**src/rtl/alu_arbiter_if.sv**
```systemverilog
// Request/response bundle for alu_arbiter: per-requester valid/ready with packed operands,
// plus a single tagged response stream.
interface alu_arbiter_if #(
    parameter int unsigned NREQ = 2,
    parameter int unsigned IDW  = (NREQ > 1) ? $clog2(NREQ) : 1
);
    logic [NREQ-1:0]    req_valid;
    logic [NREQ-1:0]    req_ready;
    logic [NREQ*4-1:0]  req_op;
    logic [NREQ*32-1:0] req_a;
    logic [NREQ*32-1:0] req_b;
    logic               rsp_valid;
    logic               rsp_ready;
    logic [IDW-1:0]     rsp_id;
    logic [31:0]        rsp_result;

    modport master (
        output req_valid, req_op, req_a, req_b, rsp_ready,
        input  req_ready, rsp_valid, rsp_id, rsp_result
    );

    modport slave (
        input  req_valid, req_op, req_a, req_b, rsp_ready,
        output req_ready, rsp_valid, rsp_id, rsp_result
    );
endinterface

```
**src/rtl/alu_arbiter.sv**
```systemverilog
// Shares one 32-bit ALU among NREQ requesters with a registered, tagged response.
// Define ALU_ARB_RR_EN for round-robin arbitration; otherwise lowest index wins.
module alu_arbiter #(
    parameter int unsigned NREQ = 2,
    parameter int unsigned IDW  = (NREQ > 1) ? $clog2(NREQ) : 1
) (
    input logic         clk,
    input logic         rst,
    alu_arbiter_if.slave bus
);
    typedef enum logic [0:0] {StIdle, StHold} state_e;

    state_e          state_q, state_d;
    logic [IDW-1:0]  rsp_id_q, rsp_id_d;
    logic [31:0]     rsp_result_q, rsp_result_d;
    logic [IDW-1:0]  ptr_q;
`ifdef ALU_ARB_RR_EN
    logic [IDW-1:0]  ptr_d;
`else
    assign ptr_q = '0;
`endif

    logic            can_accept;
    logic            found;
    logic [IDW-1:0]  grant_idx;
    logic [NREQ-1:0] grant;
    int unsigned     scan_idx;
    logic [3:0]      sel_op;
    logic [31:0]     sel_a, sel_b, sel_b_eff, alu_out, result;

    function automatic logic [31:0] alu_calc(input logic [3:0] op, input logic [31:0] a,
                                             input logic [31:0] b);
        logic [31:0] r;
        r = '0;
        case (op)
            4'd0:  r = a + b;
            4'd1:  r = a - b;
            4'd2:  r = a & b;
            4'd3:  r = a | b;
            4'd4:  r = a ^ b;
            4'd5:  r = a << b[4:0];
            4'd6:  r = a >> b[4:0];
            4'd7:  r = {31'd0, $signed(a) < $signed(b)};
            4'd8:  r = {31'd0, a == b};
            4'd9:  r = {31'd0, a != b};
            4'd10: r = {31'd0, $signed(a) >= $signed(b)};
            4'd11: r = {31'd0, a < b};
            4'd12: r = {31'd0, a >= b};
            4'd13: r = a * b;
            4'd14: r = a / b;
            default: r = a % b;
        endcase
        return r;
    endfunction

    assign can_accept = (state_q == StIdle) || bus.rsp_ready;

    // Scan from the pointer with wrap; the first valid requester wins.
    always_comb begin
        found     = 1'b0;
        grant_idx = '0;
        scan_idx  = 0;
        for (int unsigned off = 0; off < NREQ; off++) begin
            scan_idx = int'(ptr_q) + off;
            if (scan_idx >= NREQ) scan_idx = scan_idx - NREQ;
            if (!found && bus.req_valid[scan_idx]) begin
                found     = 1'b1;
                grant_idx = IDW'(scan_idx);
            end
        end
        if (!can_accept || rst) found = 1'b0;
        grant = found ? (NREQ'(1) << grant_idx) : '0;
    end

    always_comb begin
        sel_op    = bus.req_op[4*grant_idx +: 4];
        sel_a     = bus.req_a[32*grant_idx +: 32];
        sel_b     = bus.req_b[32*grant_idx +: 32];
        sel_b_eff = (sel_op == 4'd5 || sel_op == 4'd6) ? {27'd0, sel_b[4:0]} : sel_b;
        alu_out   = alu_calc(sel_op, sel_a, sel_b_eff);
        // RV32 divide-by-zero results override whatever the divider produced.
        if (sel_op == 4'd14 && sel_b == '0)      result = 32'hFFFF_FFFF;
        else if (sel_op == 4'd15 && sel_b == '0) result = sel_a;
        else                                     result = alu_out;
    end

    always_comb begin
        state_d      = state_q;
        rsp_id_d     = rsp_id_q;
        rsp_result_d = rsp_result_q;
`ifdef ALU_ARB_RR_EN
        ptr_d        = ptr_q;
`endif
        if (found) begin
            state_d      = StHold;
            rsp_id_d     = grant_idx;
            rsp_result_d = result;
`ifdef ALU_ARB_RR_EN
            ptr_d        = (int'(grant_idx) == NREQ - 1) ? '0 : grant_idx + 1'b1;
`endif
        end else if (state_q == StHold && bus.rsp_ready) begin
            state_d = StIdle;
        end
    end

    always_ff @(posedge clk) begin
        if (rst) begin
            state_q      <= StIdle;
            rsp_id_q     <= '0;
            rsp_result_q <= '0;
`ifdef ALU_ARB_RR_EN
            ptr_q        <= '0;
`endif
        end else begin
            state_q      <= state_d;
            rsp_id_q     <= rsp_id_d;
            rsp_result_q <= rsp_result_d;
`ifdef ALU_ARB_RR_EN
            ptr_q        <= ptr_d;
`endif
        end
    end

    assign bus.req_ready  = grant;
    assign bus.rsp_valid  = (state_q == StHold);
    assign bus.rsp_id     = rsp_id_q;
    assign bus.rsp_result = rsp_result_q;
endmodule
```
**src/flat_wrapper.sv**
```systemverilog
// flat-port wrapper written by rule: the top's interface ports become plain ports
module alu_arbiter_flat 
#(
    parameter int unsigned NREQ = 2,
    parameter int unsigned IDW  = (NREQ > 1) ? $clog2(NREQ) : 1
)
  (clk, rst, bus_req_valid, bus_req_op, bus_req_a, bus_req_b, bus_rsp_ready, bus_req_ready, bus_rsp_valid, bus_rsp_id, bus_rsp_result);
  alu_arbiter_if #(.NREQ(NREQ), .IDW(IDW)) bus_i ();
  input logic clk;
  input logic rst;
  input wire logic [$bits(bus_i.req_valid)-1:0] bus_req_valid;
  input wire logic [$bits(bus_i.req_op)-1:0] bus_req_op;
  input wire logic [$bits(bus_i.req_a)-1:0] bus_req_a;
  input wire logic [$bits(bus_i.req_b)-1:0] bus_req_b;
  input wire logic [$bits(bus_i.rsp_ready)-1:0] bus_rsp_ready;
  output wire logic [$bits(bus_i.req_ready)-1:0] bus_req_ready;
  output wire logic [$bits(bus_i.rsp_valid)-1:0] bus_rsp_valid;
  output wire logic [$bits(bus_i.rsp_id)-1:0] bus_rsp_id;
  output wire logic [$bits(bus_i.rsp_result)-1:0] bus_rsp_result;
  assign bus_i.req_valid = bus_req_valid;
  assign bus_i.req_op = bus_req_op;
  assign bus_i.req_a = bus_req_a;
  assign bus_i.req_b = bus_req_b;
  assign bus_i.rsp_ready = bus_rsp_ready;
  assign bus_req_ready = bus_i.req_ready;
  assign bus_rsp_valid = bus_i.rsp_valid;
  assign bus_rsp_id = bus_i.rsp_id;
  assign bus_rsp_result = bus_i.rsp_result;
  alu_arbiter #(.NREQ(NREQ), .IDW(IDW)) u_core (.clk(clk), .rst(rst), .bus(bus_i));
endmodule
```
**config.mk**
```make
export PLATFORM = sky130hd
export DESIGN_NAME = alu_arbiter_flat
export DESIGN_NICKNAME = d
export VERILOG_FILES = /design/src/rtl/alu_arbiter_if.sv /design/src/rtl/alu_arbiter.sv /design/src/flat_wrapper.sv
export SDC_FILE = /design/constraint.sdc
export NUM_CORES = 2
export LEC_CHECK = 0
export ABC_AREA = 1
export CAP_MARGIN = 5
export CORE_MARGIN = 2
export CORE_UTILIZATION = 60
export CTS_BUF_LIST = sky130_fd_sc_hd__clkbuf_4 sky130_fd_sc_hd__clkbuf_8 sky130_fd_sc_hd__clkbuf_16
export DETAILED_ROUTE_END_ITERATION = 7
export MAX_ROUTING_LAYER = met4
export PLACE_DENSITY_LB_ADDON = 0.1
export SYNTH_ARGS = -nofsm -noshare
export SYNTH_HDL_FRONTEND = slang
export SYNTH_SLANG_ARGS = --single-unit
```
**constraint.sdc**
```tcl
create_clock -name clk -period 111.9 [get_ports clk]
set_input_delay 27.975 -clock clk [delete_from_list [all_inputs] [get_ports clk]]
set_output_delay 27.975 -clock clk [all_outputs]
set_load 0.01 [all_outputs]
```
# Word-level counts from Yosys, hierarchy flattened
# Cells that the tools add are included.
# classes
n_addsub	2
mul	1
div_mod_pow	2
order_cmp	4
n_eq_ne	17
n_shift	6
mux	11
bitwise	4
n_reduce_logical	12
# op_table
op	count
32-bit one-hot mux with 15 select lines	1
64-bit by 7-bit variable part select with 32-bit output	2
32-bit 2-to-1 mux	3
32-bit greater-or-equal comparator	2
32-bit < comparator	2
32-bit adder	1
32-bit AND	1
32-bit by 32-bit divider with 32-bit output	1
32-bit equality test	1
4-bit equality test (second input constant)	8
32-bit zero test	1
32-bit by 32-bit modulo with 32-bit output	1
32-bit by 32-bit multiplier with 32-bit output	1
32-bit inequality test	1
32-bit bitwise OR	1
32-bit by 5-bit << shifter with 32-bit output	1
32-bit by 5-bit >> shifter with 32-bit output	1
32-bit subtractor	1
32-bit bitwise XOR	1
4-bit by 3-bit equality test with 1-bit output (second input constant)	4
4-bit by 2-bit equality test with 1-bit output (second input constant)	2
8-bit by 4-bit variable part select with 4-bit output	1
1-bit 2-to-1 mux	6
4-bit by 1-bit equality test with 1-bit output (second input constant)	1
other kinds (8)	14
# totals
regBits	34
inputBits	141
output_inout_bits	36
word_cells	62

# Logic depth before layout (Yosys ltp)
# depth
ltp_word	12
mapped_depth	736
depth_no_buf	710

# Worst setup path before layout
# Ideal clock, no wire load.
# synth_timing
path_type	input -> register
startpoint	input bus_req_valid[1]
endpoint	register u_core.rsp_result_q[31], in the netlist u_core.bus.rsp_result[31]
arrival_time_ns	109.642
t_required_ns	111.830
path_slack_ns	2.188
stages	715
n_path_buf	34
path_cell_list	buf_4 -> nand2_4 -> buf_6 -> buf_6 -> buf_6 -> buf_2 -> buf_6 -> buf_2 -> buf_2 -> buf_2 -> clkbuf_1 -> o21ai_1 -> clkbuf_1 -> buf_1 -> ha_1 -> o21ai_0 -> nor3_1 -> nand3_1 -> [679 not listed] -> o21bai_1 -> nand3_1 -> o21bai_1 -> a21o_1 -> a21oi_1 -> o21ai_0 -> a31oi_1 -> o221ai_1 -> a21o_1 -> a21oi_1 -> o21ai_0 -> inv_1 -> o221ai_1 -> xor2_1 -> o21ai_0 -> inv_1 -> nand2_1 -> a21boi_1
# synth_via
elab_chain_cells	10
elab_cells_between_ends	41
cone_classes	2 x add/sub; 1 x mul; 2 x div; 15 x eq/ne; 5 x shift; 7 x mux; 3 x bitwise; 6 x reduce/logical
# synth_rtl
element	line_no	source
from (decl)	flat_wrapper.sv:11	input wire logic [$bits(bus_i.req_valid)-1:0] bus_req_valid;
1-bit logical AND *	alu_arbiter.sv:66	if (!found && bus.req_valid[scan_idx]) begin
1-bit 2-to-1 mux	alu_arbiter.sv:66	
8-bit by 4-bit variable part select with 4-bit output	alu_arbiter.sv:76	sel_op = bus.req_op[4*grant_idx +: 4];
4-bit by 3-bit equality test with 1-bit output	alu_arbiter.sv:35, alu_arbiter.sv:79	
1-bit logical OR	alu_arbiter.sv:79	sel_b_eff = (sel_op == 4'd5 || sel_op == 4'd6) ? {27'd0, sel_b[4:0]} : sel_b;
32-bit 2-to-1 mux	alu_arbiter.sv:79	
32-bit by 32-bit modulo with 32-bit output (tied with other cells)	alu_arbiter.sv:51	default: r = a % b;
32-bit one-hot mux with 15 select lines	alu_arbiter.sv:35	case (op)
32-bit 2-to-1 mux	alu_arbiter.sv:83	else if (sel_op == 4'd15 && sel_b == '0) result = sel_a;
32-bit 2-to-1 mux	alu_arbiter.sv:82	if (sel_op == 4'd14 && sel_b == '0) result = 32'hFFFF_FFFF;
to (signal assigned)	alu_arbiter.sv:117	rsp_result_q <= rsp_result_d;
to (decl)	alu_arbiter.sv:15	logic [31:0] rsp_result_q, rsp_result_d;
# Every way passes the cells marked *; elsewhere a longest branch is shown, timed or not.
# A chain may end at the register's enable or synchronous reset.

# Worst setup path after layout
# layout_timing
startpoint	input bus_req_op[3]
endpoint	register u_core.rsp_result_q[29], in the netlist u_core.bus.rsp_result[29]
# layout_via
elab_chain_cells	8
elab_cells_between_ends	32
cone_classes	2 x add/sub; 1 x mul; 2 x div; 15 x eq/ne; 1 x shift; 4 x mux; 3 x bitwise; 4 x reduce/logical
# layout_rtl
element	line_no	source
from (decl)	flat_wrapper.sv:12	input wire logic [$bits(bus_i.req_op)-1:0] bus_req_op;
8-bit by 4-bit variable part select with 4-bit output *	alu_arbiter.sv:76	
4-bit by 3-bit equality test with 1-bit output	alu_arbiter.sv:35, alu_arbiter.sv:79	
1-bit logical OR	alu_arbiter.sv:79	
32-bit 2-to-1 mux	alu_arbiter.sv:79	
32-bit by 32-bit modulo with 32-bit output (tied with other cells)	alu_arbiter.sv:51	
32-bit one-hot mux with 15 select lines	alu_arbiter.sv:35	
32-bit 2-to-1 mux	alu_arbiter.sv:83	
32-bit 2-to-1 mux *	alu_arbiter.sv:82	
# Marked as above.

==> flow_summary_export.csv <==
group,metric,value,unit
run_status,outcome,"finished, violations left",
run_status,violations,"design-rule violations, max-capacitance violations, max-slew violations",
power,p_total,2.16,mW
clock_tree,cts-root-buf,"clkbuf_16",
worst_setup_path,cp_num_buf_inv,64,
die,rows,108,
die,coreArea,86900,sq um
logic_synthesis,async_flop_share,0,
power,seq_power_share,0.009,
layout,syn2layout_area_growth,18.4,%
route,drc,36,
sta,hold_viol,0,
die,die_x,300,um
logic_synthesis,seq_area_frac_synth,0.0129,
sta,tightest_slew,1.57,ns
logic_synthesis,synth_area,52700,sq um
clock_tree,htree_levels,2,
power,power_switching,1.31,mW
power,power_density,34.7,nW/um^2
power,p_int,0.848,mW
logic_synthesis,ys_types,80,
logic_synthesis,yosysTopAreaCellShare,0.179,
power,power.leakage,33.4,nW
clock_tree,cts_tree,"yes",
clock_tree,clock-sinks,34,
layout,n_fill_cell,7029,
placement,port_buffers,176,
logic_synthesis,synth.most_common_cell,"nand2_1",
logic_synthesis,syn_inst,8281,
sta,maxSlewHeadroom,-0.0548,
sta,finalSetupViolations,0,
sta,clock-skew-final,0.00835,ns
global_routing,grt_first_pass_wirelength,331,mm
die,ios,177,
sta,fin_hold_ws,0.466,ns
route,first_iter_violations,7698,
route,num_vias,61702,
layout,final_area,62300,sq um
logic_synthesis,syn_area_per_cell,6.36,sq um
sta,fin_tns_setup,0,ns
placement,place_area,57200,sq um
global_routing,grt_pass1_vias,55934,
logic_synthesis,synth_top_cells_by_area,"ha_1 (18%), fa_1 (16%), nand2_1 (15%)",
global_routing,grt.total_usage,0.493,
clock_tree,insertion_delay,0.29,ns
power,comb_power_share,0.984,
sta,clock.fmax,9.13,MHz
die,die_h,300,um
worst_setup_path,cp_max_fo,8,
min_path,hold_path_class,"reg2reg",
worst_setup_path,critical-path-top-delay-family,"compound AO/OA/AOI/OAI gates",
worst_setup_path,cp_data_arrival_time,109.67,ns
die,die-area,90100,sq um
clock_tree,path_clk_slew,0.06,ns
sta,finalCritPeriodShare,0.979,
layout,nNetsFinal,10108,
layout,drive_gt1_frac,0.176,
sta,slew_viol_final,2,
worst_setup_path,critical_path.startpoint_type,"input pin",
power,max-vdd-ir-drop,0.121,mV
power,switching_share,0.608,
route,routed_wl,236,mm
placement,gp_congestion,1.12,
route,drtAntennaViolNets,0,
die,initial_core_util,0.606,
global_routing,grt_overflow_total,0,
worst_setup_path,cp_common_cell,"nand2_2",
logic_synthesis,synth_edf_count,0,
run,maxCapViolations,1,
logic_synthesis,yosys_register_bits,34,
route,firstDrtPassIters,8,
route,wl_per_cell,23.6,um
worst_setup_path,cp.required,112.03,ns
global_routing,grt_max_degree,126,
logic_synthesis,netlist_top_cells_count,"nand2_1 (2,143), inv_1 (1,435), ha_1 (752)",
logic_synthesis,ys_warn_count,0,
global_routing,antenna_found_initial,13,
worst_setup_path,max_stage_delay,0.51,ns
worst_setup_path,worst_setup_path_end_kind,"flip-flop",
layout,fin_util,0.717,
placement,dp_hpwl,173,mm
power,p_clk_frac,0.007,
logic_synthesis,syn_nets,9585,
logic_synthesis,synth_largest_area_cell,"ha_1",
clock_tree,cts_hold_buf,0,
sta,fin_crit,109.55,ns
route,via_per_inst,6.19,
worst_setup_path,slowest_stage,"clkdlybuf4s50_1",
clock_tree,clockBufferDepth,2,
worst_setup_path,path_class,"in2reg",
logic_synthesis,synthFlopType,"dfxtp_1",
clock_tree,numCtsBuffers,5,
[registers in the layout, indices dropped and copies added (netlist names)]
name	cells
u_core.bus.rsp_id	1
u_core.bus.rsp_valid	1
u_core.bus.rsp_result	32
[cell usage in the layout (no fill, tap or decap), types with 185 or more instances in the layout]
cell / n
a21oi_1: 446
buf_4: 554
fa_1: 411
ha_1: 701
inv_1: 1405
nand2_1: 1958
nand2_2: 215
nand3_1: 277
nor2_1: 485
o21ai_0: 364
xnor2_1: 185
xor2_1: 220
[kinds of logic (layout without fill, tap and decap cells)]
group	Yosys count	count (layout)	synth area share
simple gates	3376	3380	0.275
buf+inv	1761	2281	0.136
compound gates	1533	1533	0.172
fa+ha+maj	1163	1163	0.335
xor+xnor	405	405	0.0674
flops	34	34	0.0129
mux	9	9	0.00171
other cells	0	12	0
[power by group through the flow]
stage                     Sequential (mW)  Combinational (mW)  Clock [mW]
final                              0.0188                2.13      0.0152
after global routing               0.0189                2.35      0.0154
after detailed placement           0.0188                1.95           0
after floorplan                    0.0198                1.42           0
after CTS                          0.0187                1.97      0.0150
after global placement             0.0188                1.91           0
[metrics by stage]
step                      cells  worst slack (ns)
final                      9972              2.35
after global routing       9969             -3.67
after CTS                  9725            0.0114
after detailed placement   9703             -3.26
after global placement     9703             0.327
after floorplan            8281              2.19
[layer usage]
metal / global-route usage / wire [um] / up-vias
met2: 0.724 / 97900 / 4312
met3: 0.125 / 32500 / 1209
li1: - / - / 27528
met4: 0.267 / 19000 / 0
met1: 0.620 / 86300 / 28653
met5: - / 0 / -
[tightest hold or removal path, stage by stage, from the launching register on]
cell	delay (ns)
dfxtp_1	0.31
nand2_1	0.06
a21oi_1	0.05
[cell type report]
type | instances | area (sq um) | share of cell area
antenna | 12 | 30.0 | 0.000482
sequential | 34 | 681 | 0.0109
tap | 1155 | 1450 | 0.0232
timing repair buffer | 781 | 6760 | 0.108
clock buffer | 7 | 146 | 0.00235
clock inverter | 1 | 5.00 | 0.0000803
multi-input combinational | 6490 | 47600 | 0.764
inverter | 1492 | 5650 | 0.0907
[final timing paths]
check                                           from                        end  slack, ns  depth (start not counted)
worst max-delay path                   bus_req_op[3]  u_core.bus.rsp_result[29]       2.35                        695
worst min-delay path               u_core.bus.rsp_id          u_core.bus.rsp_id       0.47                          2
worst max register to register  u_core.bus.rsp_valid  u_core.bus.rsp_result[27]     108.65                          8
worst min register to register     u_core.bus.rsp_id          u_core.bus.rsp_id       0.47                          2
[what timing repair did]
item / CTS / global route
endpoints found under the setup margin: 32 / 32
buffers inserted: 12 / 220
gates resized for setup: 71 / 656
pin swaps: 9 / 436
gates cloned: 2 / 16
No activity file was read; power rests on OpenSTA's default activity.
